**src/rtl/pwm_multi.sv**
```systemverilog
// rtl/pwm_multi.sv - multi-channel phase-locked PWM with prescaler, edge/center counting and double-buffered duty
module pwm_multi #(
   parameter int CH = 4,
   parameter int CW = 8,
   parameter int PW = 8
) (
   input  logic                   clk,
   input  logic                   sys_rst_n,
   input  logic                   enable,
   input  logic                   mode,
   input  logic [CW-1:0]          period,
   input  logic [PW-1:0]          prescale,
   input  logic                   wr_en,
   input  logic [$clog2(CH)-1:0]  wr_ch,
   input  logic [CW-1:0]          wr_duty,
   output logic [CH-1:0]          out,
   output logic                   period_end,
   output logic [CW-1:0]          cnt
);

   localparam int CHW = $clog2(CH);

   typedef enum logic {DIR_UP = 1'b0, DIR_DOWN = 1'b1} dir_t;

   logic [PW-1:0]          pre_q, pre_d;
   logic [PW-1:0]          pre_a_q, pre_a_d;
   logic [CW-1:0]          cnt_q, cnt_d;
   logic [CW-1:0]          p_a_q, p_a_d;
   dir_t                   dir_q, dir_d;
   logic                   mode_a_q, mode_a_d;
   logic [CH-1:0][CW-1:0]  duty_a_q, duty_a_d;
   logic [CH-1:0][CW-1:0]  duty_s_q, duty_s_d;
   logic [CH-1:0]          out_q, out_d;
   logic                   period_end_q, period_end_d;
   logic                   tick;
   logic                   boundary;
   logic                   load_active;

   // Prescaler and shared counter: next count, direction and period boundary
   always_comb begin
      tick     = (pre_q == pre_a_q);
      boundary = 1'b0;
      pre_d    = pre_q;
      cnt_d    = cnt_q;
      dir_d    = dir_q;
      if (!enable) begin
         pre_d = '0;
         cnt_d = '0;
         dir_d = DIR_UP;
      end else if (tick) begin
         pre_d = '0;
         if (p_a_q == '0) begin
            // Degenerate period: counter parked at 0, every tick closes a period
            cnt_d    = '0;
            dir_d    = DIR_UP;
            boundary = 1'b1;
         end else if (!mode_a_q) begin
            dir_d = DIR_UP;
            if (cnt_q >= p_a_q) begin
               cnt_d    = '0;
               boundary = 1'b1;
            end else begin
               cnt_d = cnt_q + 1'b1;
            end
         end else if (dir_q == DIR_UP) begin
            if (cnt_q >= p_a_q) begin
               // Turn at the top; with P=1 the turn lands straight on 0
               if (p_a_q == CW'(1)) begin
                  cnt_d    = '0;
                  dir_d    = DIR_UP;
                  boundary = 1'b1;
               end else begin
                  cnt_d = p_a_q - 1'b1;
                  dir_d = DIR_DOWN;
               end
            end else begin
               cnt_d = cnt_q + 1'b1;
            end
         end else begin
            if (cnt_q <= CW'(1)) begin
               cnt_d    = '0;
               dir_d    = DIR_UP;
               boundary = 1'b1;
            end else begin
               cnt_d = cnt_q - 1'b1;
            end
         end
      end else begin
         pre_d = pre_q + 1'b1;
      end
   end

   // Active register reload at boundaries (or continuously while disabled) and shadow writes
   always_comb begin
      load_active = !enable || boundary;
      p_a_d       = p_a_q;
      mode_a_d    = mode_a_q;
      pre_a_d     = pre_a_q;
      duty_a_d    = duty_a_q;
      duty_s_d    = duty_s_q;
      if (load_active) begin
         p_a_d    = period;
         mode_a_d = mode;
         pre_a_d  = prescale;
         duty_a_d = duty_s_q;
      end
      for (int i = 0; i < CH; i++) begin
         if (wr_en && (wr_ch == CHW'(i))) begin
            duty_s_d[i] = wr_duty;
         end
      end
   end

   // Per-channel compare against the shared counter and boundary pulse
   always_comb begin
      out_d        = '0;
      period_end_d = boundary;
      for (int i = 0; i < CH; i++) begin
         out_d[i] = enable && (cnt_q < duty_a_q[i]);
      end
   end

   // State registers
   always_ff @(posedge clk or negedge sys_rst_n) begin
      if (!sys_rst_n) begin
         pre_q        <= '0;
         pre_a_q      <= '0;
         cnt_q        <= '0;
         p_a_q        <= '0;
         dir_q        <= DIR_UP;
         mode_a_q     <= 1'b0;
         duty_a_q     <= '0;
         duty_s_q     <= '0;
         out_q        <= '0;
         period_end_q <= 1'b0;
      end else begin
         pre_q        <= pre_d;
         pre_a_q      <= pre_a_d;
         cnt_q        <= cnt_d;
         p_a_q        <= p_a_d;
         dir_q        <= dir_d;
         mode_a_q     <= mode_a_d;
         duty_a_q     <= duty_a_d;
         duty_s_q     <= duty_s_d;
         out_q        <= out_d;
         period_end_q <= period_end_d;
      end
   end

   assign out        = out_q;
   assign period_end = period_end_q;
   assign cnt        = cnt_q;

endmodule

```
**config.mk**
```make
export PLATFORM = sky130hd
export DESIGN_NAME = pwm_multi
export DESIGN_NICKNAME = d
export VERILOG_FILES = /design/src/rtl/pwm_multi.sv
export SDC_FILE = /design/constraint.sdc
export NUM_CORES = 1
export LEC_CHECK = 0
export CORE_ASPECT_RATIO = 0.7
export CORE_MARGIN = 1.5
export CORE_UTILIZATION = 53
export CTS_CLUSTER_SIZE = 24
export DETAILED_ROUTE_END_ITERATION = 6
export GPL_ROUTABILITY_DRIVEN = 0
export PLACE_DENSITY = 0.77
export SYNTH_ARGS = -nofsm -noshare
export SYNTH_HDL_FRONTEND = slang
export SYNTH_SLANG_ARGS = --single-unit
```
**constraint.sdc**
```tcl
create_clock -name clk -period 2.68 [get_ports clk]
set_input_delay 0.402 -clock clk [delete_from_list [all_inputs] [get_ports clk]]
set_output_delay 0.402 -clock clk [all_outputs]
set_load 0.01 [all_outputs]
```
* Word level (Yosys, flattened, before mapping) *
Index checks and enable logic that the tools add are counted.

operators by class
  $add $sub $neg = 4
  magnitude comparators = 6
  equal/unequal tests = 6
  muxes and demuxes = 28
  reductions and logical operators = 12

operators by type and width
  kind                                                                   count
  8-bit two-way mux                                                      11
  8-bit less-than comparator                                             4
  1-bit two-way mux                                                      17
  8-bit by 1-bit adder with 8-bit output, second input constant          2
  8-bit by 1-bit subtractor with 8-bit output, second input constant     2
  8-bit by 1-bit == test with 1-bit output, second input constant        1
  8-bit == test                                                          1
  8-bit >= comparator                                                    1
  8-bit by 1-bit <= comparator with 1-bit output, second input constant  1
  1-bit logical AND                                                      8
  8-bit logical NOT                                                      1
  2-bit == test, second input constant                                   2
  2-bit by 1-bit == test with 1-bit output, second input constant        1
  2-bit logical NOT                                                      1
  2-bit by 1-bit != test with 1-bit output, second input constant        1
  1-bit logical NOT                                                      1
  1-bit logical OR                                                       1

word-level totals
  flip-flop bits (word level) = 103
  output and inout bits = 13
  word-level logic and storage cells = 72

* Longest topological paths before layout *
  depth in word-level cells = 9
  depth in mapped cells = 12

* Least setup slack after synthesis *
No wires, ideal clock.

  path kind = reg2reg
  from = register cnt_q[0] (netlist: cnt[0])
  to = register duty_a_q[16] (netlist name)
  setup time = 127 ps
  arrival time = 2614 ps
  data required time = 2553 ps
  path slack = -61 ps
  stages on the path, launching flop included = 13
  path buffers = 4
  period minus slack after synthesis = 2741 ps
  cells stage by stage = dfrtp_1 clkbuf_1 inv_1 ha_1 nor3b_1 o21ai_0 a21o_1 clkbuf_1 a31oi_1 o21ai_2 buf_6 buf_8 mux2_1

between the ends
  longest elaborated chain between the ends = 8

ends and longest elaborated chain
  what                                                                                          line        text
  from (decl)                                                                                   27          logic [CW-1:0] cnt_q, cnt_d;
  from (signal assigned)                                                                        139         cnt_q <= cnt_d;
  8-bit >= comparator / 8-bit by 1-bit <= comparator with 1-bit output (equally long branches)  59, 66, 80
  1-bit two-way mux (on tied branches)                                                          66, 80
  1-bit two-way mux                                                                             65          end else if (dir_q == DIR_UP) begin
  1-bit two-way mux *                                                                           57          end else if (!mode_a_q) begin
  1-bit two-way mux *                                                                           52          if (p_a_q == '0) begin
  1-bit two-way mux *                                                                           50          end else if (tick) begin
  1-bit two-way mux *                                                                           46          if (!enable) begin
  1-bit logical OR *                                                                            95          load_active = !enable || boundary;
  to (signal assigned)                                                                          143         duty_a_q <= duty_a_d;
  to (decl)                                                                                     31          logic [CH-1:0][CW-1:0] duty_a_q, duty_a_d;

Every way passes the cells marked *; elsewhere a longest branch is shown, timed or not.
A chain may end at the register's enable or synchronous reset.

* Final worst setup path *
  from = register p_a_q[1]
  to = register duty_a_q[13] (netlist name)

between the ends
  longest elaborated chain between the ends = 9

ends and longest elaborated chain
  what                                                         line  text
  from (decl)                                                  28    logic [CW-1:0] p_a_q, p_a_d;
  from (signal assigned)                                       140   p_a_q <= p_a_d;
  branches (longest 5 deep; another with 8-bit >= comparator)  -
  1-bit two-way mux *                                          52
  1-bit two-way mux *                                          50
  1-bit two-way mux *                                          46
  1-bit logical OR *                                           95

Every way passes the cells marked *.

==> flow_summary.toml <==
[routing]
routed_wire_length_per_instance_um = 17.6
detailedRoute.firstIterationViolations = 324
vias_per_cell = 5.85
drt-met1-wl_um = 5950
ant_nets = 0
dr_total_vias = 3932
post_route_drc_violation_count = 0
topRoutingLayerUsed = "met4"
wl_final_um = 11800
drt-pass1-iter-count = 7
met3_wirelength_um = 719
met2_wirelength_um = 5040

[synth]
synth_largest_type_area_fraction = 0.466
async_flop_share = 1.00
register_bit_count_reported_by_yosys = 103
synth_top_cells_by_area = "dfrtp_1 47%, mux2_2 15%, ha_1 9.5%, inv_1 2.6%, xor2_1 2.5%"
most_instantiated_library_cell_after_synthesis = "dfrtp_1"
yosys-top-cells-count = "103 x dfrtp_1, 73 x mux2_2, 42 x ha_1"
synth_edf_count = 0
synthesis.yosys.warnings = 0
synth_nets = 554
synth-seq-area-share = 0.466
synth_top_cell_by_area = "dfrtp_1"
syn-instance-count = 481
syn_area_mm2 = 0.00553
netlist-cell-type-count = 45
synthesis.area_per_instance_um2 = 11.5
most_frequently_used_flop_master_after_synthesis = "dfrtp_1"

[pwr]
p_per_area_mw_per_mm2 = 601
power.clock.fraction = 0.331
switching_share = 0.254
power.ir.vdd_worst_mv = 0.358
sequentialPowerShare = 0.496
total_leakage_power_nw = 3.03
share_comb_of_total_power = 0.173
p_switching_uw = 994
cell_internal_pwr_mw = 2.92

[cts]
clock_tree_from_tritoncts = "yes"
cts_max_path_buffers = 2
cts_root_buf = "clkbuf_16"
cts.clk_slew.worst_paths_ns = 0.06
cts.repair_timing.setup_buffer_count = 0
cts_hold_repair.buffers = 0
cts_num_sinks = 103
tritoncts.num_buffers = 9
worstSkewPairLatency_ns = 0.34
total_number_of_h_tree_levels = 3

[floorplan]
core_area_mm2 = 0.00991
floorplan.rows = 30
die_width_um = 125
pin_count = 44
initial_core_util = 0.558
die-area_mm2 = 0.0111
vertical_extent_of_the_die_um = 88.5

[placed_design]
hpwlAfterDp_um = 8630
io_buffers = 43
place_inst = 657

[timing]
finalHoldViolations = 0
final-max-slew-violation-count = 0
max_freq_ghz = 0.388
fin_worst_skew_ns = 0.00772
timing.max_slew.rel_slack = 0.551
post-route-period-util = 0.962
post-route-min-period_ns = 2.58
tns_ns = 0
rsz_0062_raised_after_global_routing = "no"
worst-slew-pin-transition_ns = 0.673
setup_viol = 0

[setup_path]
cp-start-kind = "flop"
required_ns = 2.90
critical_path_class = "reg2reg"
worst-endpoint-arrival_ns = 2.80
critical_path.max_fanout = 32
setup.worst_path.end_class = "flop"
regToRegSetupSlack_ns = 0.10

[hold_path]
worstHoldPathType = "in2async"

[layout]
finalNetCount = 613
n_fill_cell = 795
flow.area_growth_from_synthesis_pct = 18.0
final_cells = 672
final_layout_size_suffix_gt1_frac = 0.211
antennaDiodeCount = 0

[grt]
pin_count_of_the_biggest_net_entering_global_routing = 53
initial_antenna_violation_count = 0
track_usage = 0.230
vias_in_the_first_global_route = 3881
grt_first_pass_wirelength_um = 19800
grt_remaining_overflow = 0

[run]
max_cap_viol_count = 0

[outcome]
run_status = "finished, final reports clean"
layout by cell type (no fill, tap or decap), types with 4 or more instances in the layout:
cell             count
mux2_1              10
ha_1                42
a31oi_1              8
nand3_1             16
clkbuf_16            9
nand2b_1             6
nor2_1              17
mux2i_1              4
mux2_2              73
xnor2_1              4
inv_1               39
nand2_1             11
o311ai_0             5
nor4_1               9
a211oi_1             5
nor3_1               8
o21ai_0             21
dfrtp_1            103
buf_4               21
clkdlybuf4s50_1     42
a21oi_1             17
nor3b_1              5
or4_1                8
xor2_1              16
and3_1               5
a21o_1              10
worst max-delay path, cell delays in order, from the launching register on:
cell	delay [ns]
dfrtp_1	0.40
inv_1	0.13
ha_1	0.20
or3b_2	0.53
o32ai_1	0.26
a31oi_1	0.13
o21ai_4	0.21
buf_12	0.24
mux2_2	0.36
path summary, 6_finish.rpt:
check | endpoint | cells after the start | startpoint
max | duty_a_q[13]$_DFFE_PN0P_ | 8 | p_a_q[1]$_DFFE_PN0P_
min | duty_a_q[21]$_DFFE_PN0P_ | 1 | sys_rst_n
max reg2reg | duty_a_q[13]$_DFFE_PN0P_ | 8 | p_a_q[1]$_DFFE_PN0P_
min reg2reg | duty_a_q[20]$_DFFE_PN0P_ | 1 | duty_a_q[20]$_DFFE_PN0P_
max in group asynchronous | pre_q[2]$_DFF_PN0_ | 2 | sys_rst_n
min in group clk | duty_a_q[20]$_DFFE_PN0P_ | 1 | duty_a_q[20]$_DFFE_PN0P_
registers in the layout, indices dropped and copies added, names as in the netlist:
register    count
out             4
mode_a_q        1
dir_q           1
p_a_q           8
period_end      1
pre_a_q         8
cnt             8
duty_a_q       32
duty_s_q       32
pre_q           8
routing by layer:
metal,global-route usage,up-vias
met1,0.338,1931
li1,-,1852
met4,0.0599,0
met5,0,-
met2,0.351,137
met3,0.0508,12
power by group through the flow:
| stage | logic, mW | registers (mW) | clock network, mW |
|---|---|---|---|
| finish | 0.678 | 1.94 | 1.30 |
| global route | 0.757 | 1.98 | 1.41 |
| CTS | 0.685 | 1.94 | 1.34 |
| detailed placement | 0.678 | 1.97 | 0 |
| global placement | 0.647 | 1.96 | 0 |
| floorplan | 0.453 | 1.93 | 0 |
final cells by class:
| cell class | instances | area [µm²] | area share |
|---|---|---|---|
| multi-input cells | 321 | 2710 | 0.416 |
| flip-flops and latches | 103 | 2580 | 0.395 |
| repair buffers | 66 | 629 | 0.0965 |
| clock buffers | 11 | 243 | 0.0372 |
| well taps | 128 | 160 | 0.0246 |
| inverters | 39 | 146 | 0.0224 |
| clock inverters | 4 | 53.8 | 0.00825 |
cell families after synthesis:
kind of cell             share of synthesized area
flip-flops                                   0.466
AND/OR/NAND/NOR                             0.0926
multiplexers                                 0.176
AO/OA/AOI/OAI                               0.0937
buffers and inverters                       0.0446
adder cells (fa/ha/maj)                     0.0950
XOR/XNOR                                    0.0317
repair_timing:
action	4_1_cts	5_1_grt
endpoints found under the hold margin	0	0
gates resized for setup	0	1
endpoints found under the setup margin	0	17
stage by stage:
stage               total power [mW]  hold WS, ns  cell area, µm²  worst slack [ns]  utilization
CTS                             3.96        0.118            6520            0.0822        0.658
detailed placement              2.65        0.478            6220            0.0990        0.628
finish                          3.92       0.0998            6520             0.101        0.658
global route                    4.14        0.155            6520           0.00957        0.658
global placement                2.60        0.466            6220             0.206        0.628
floorplan                       2.38        0.106            5530            0.0277            -
No activity file was read; power rests on OpenSTA's default activity.
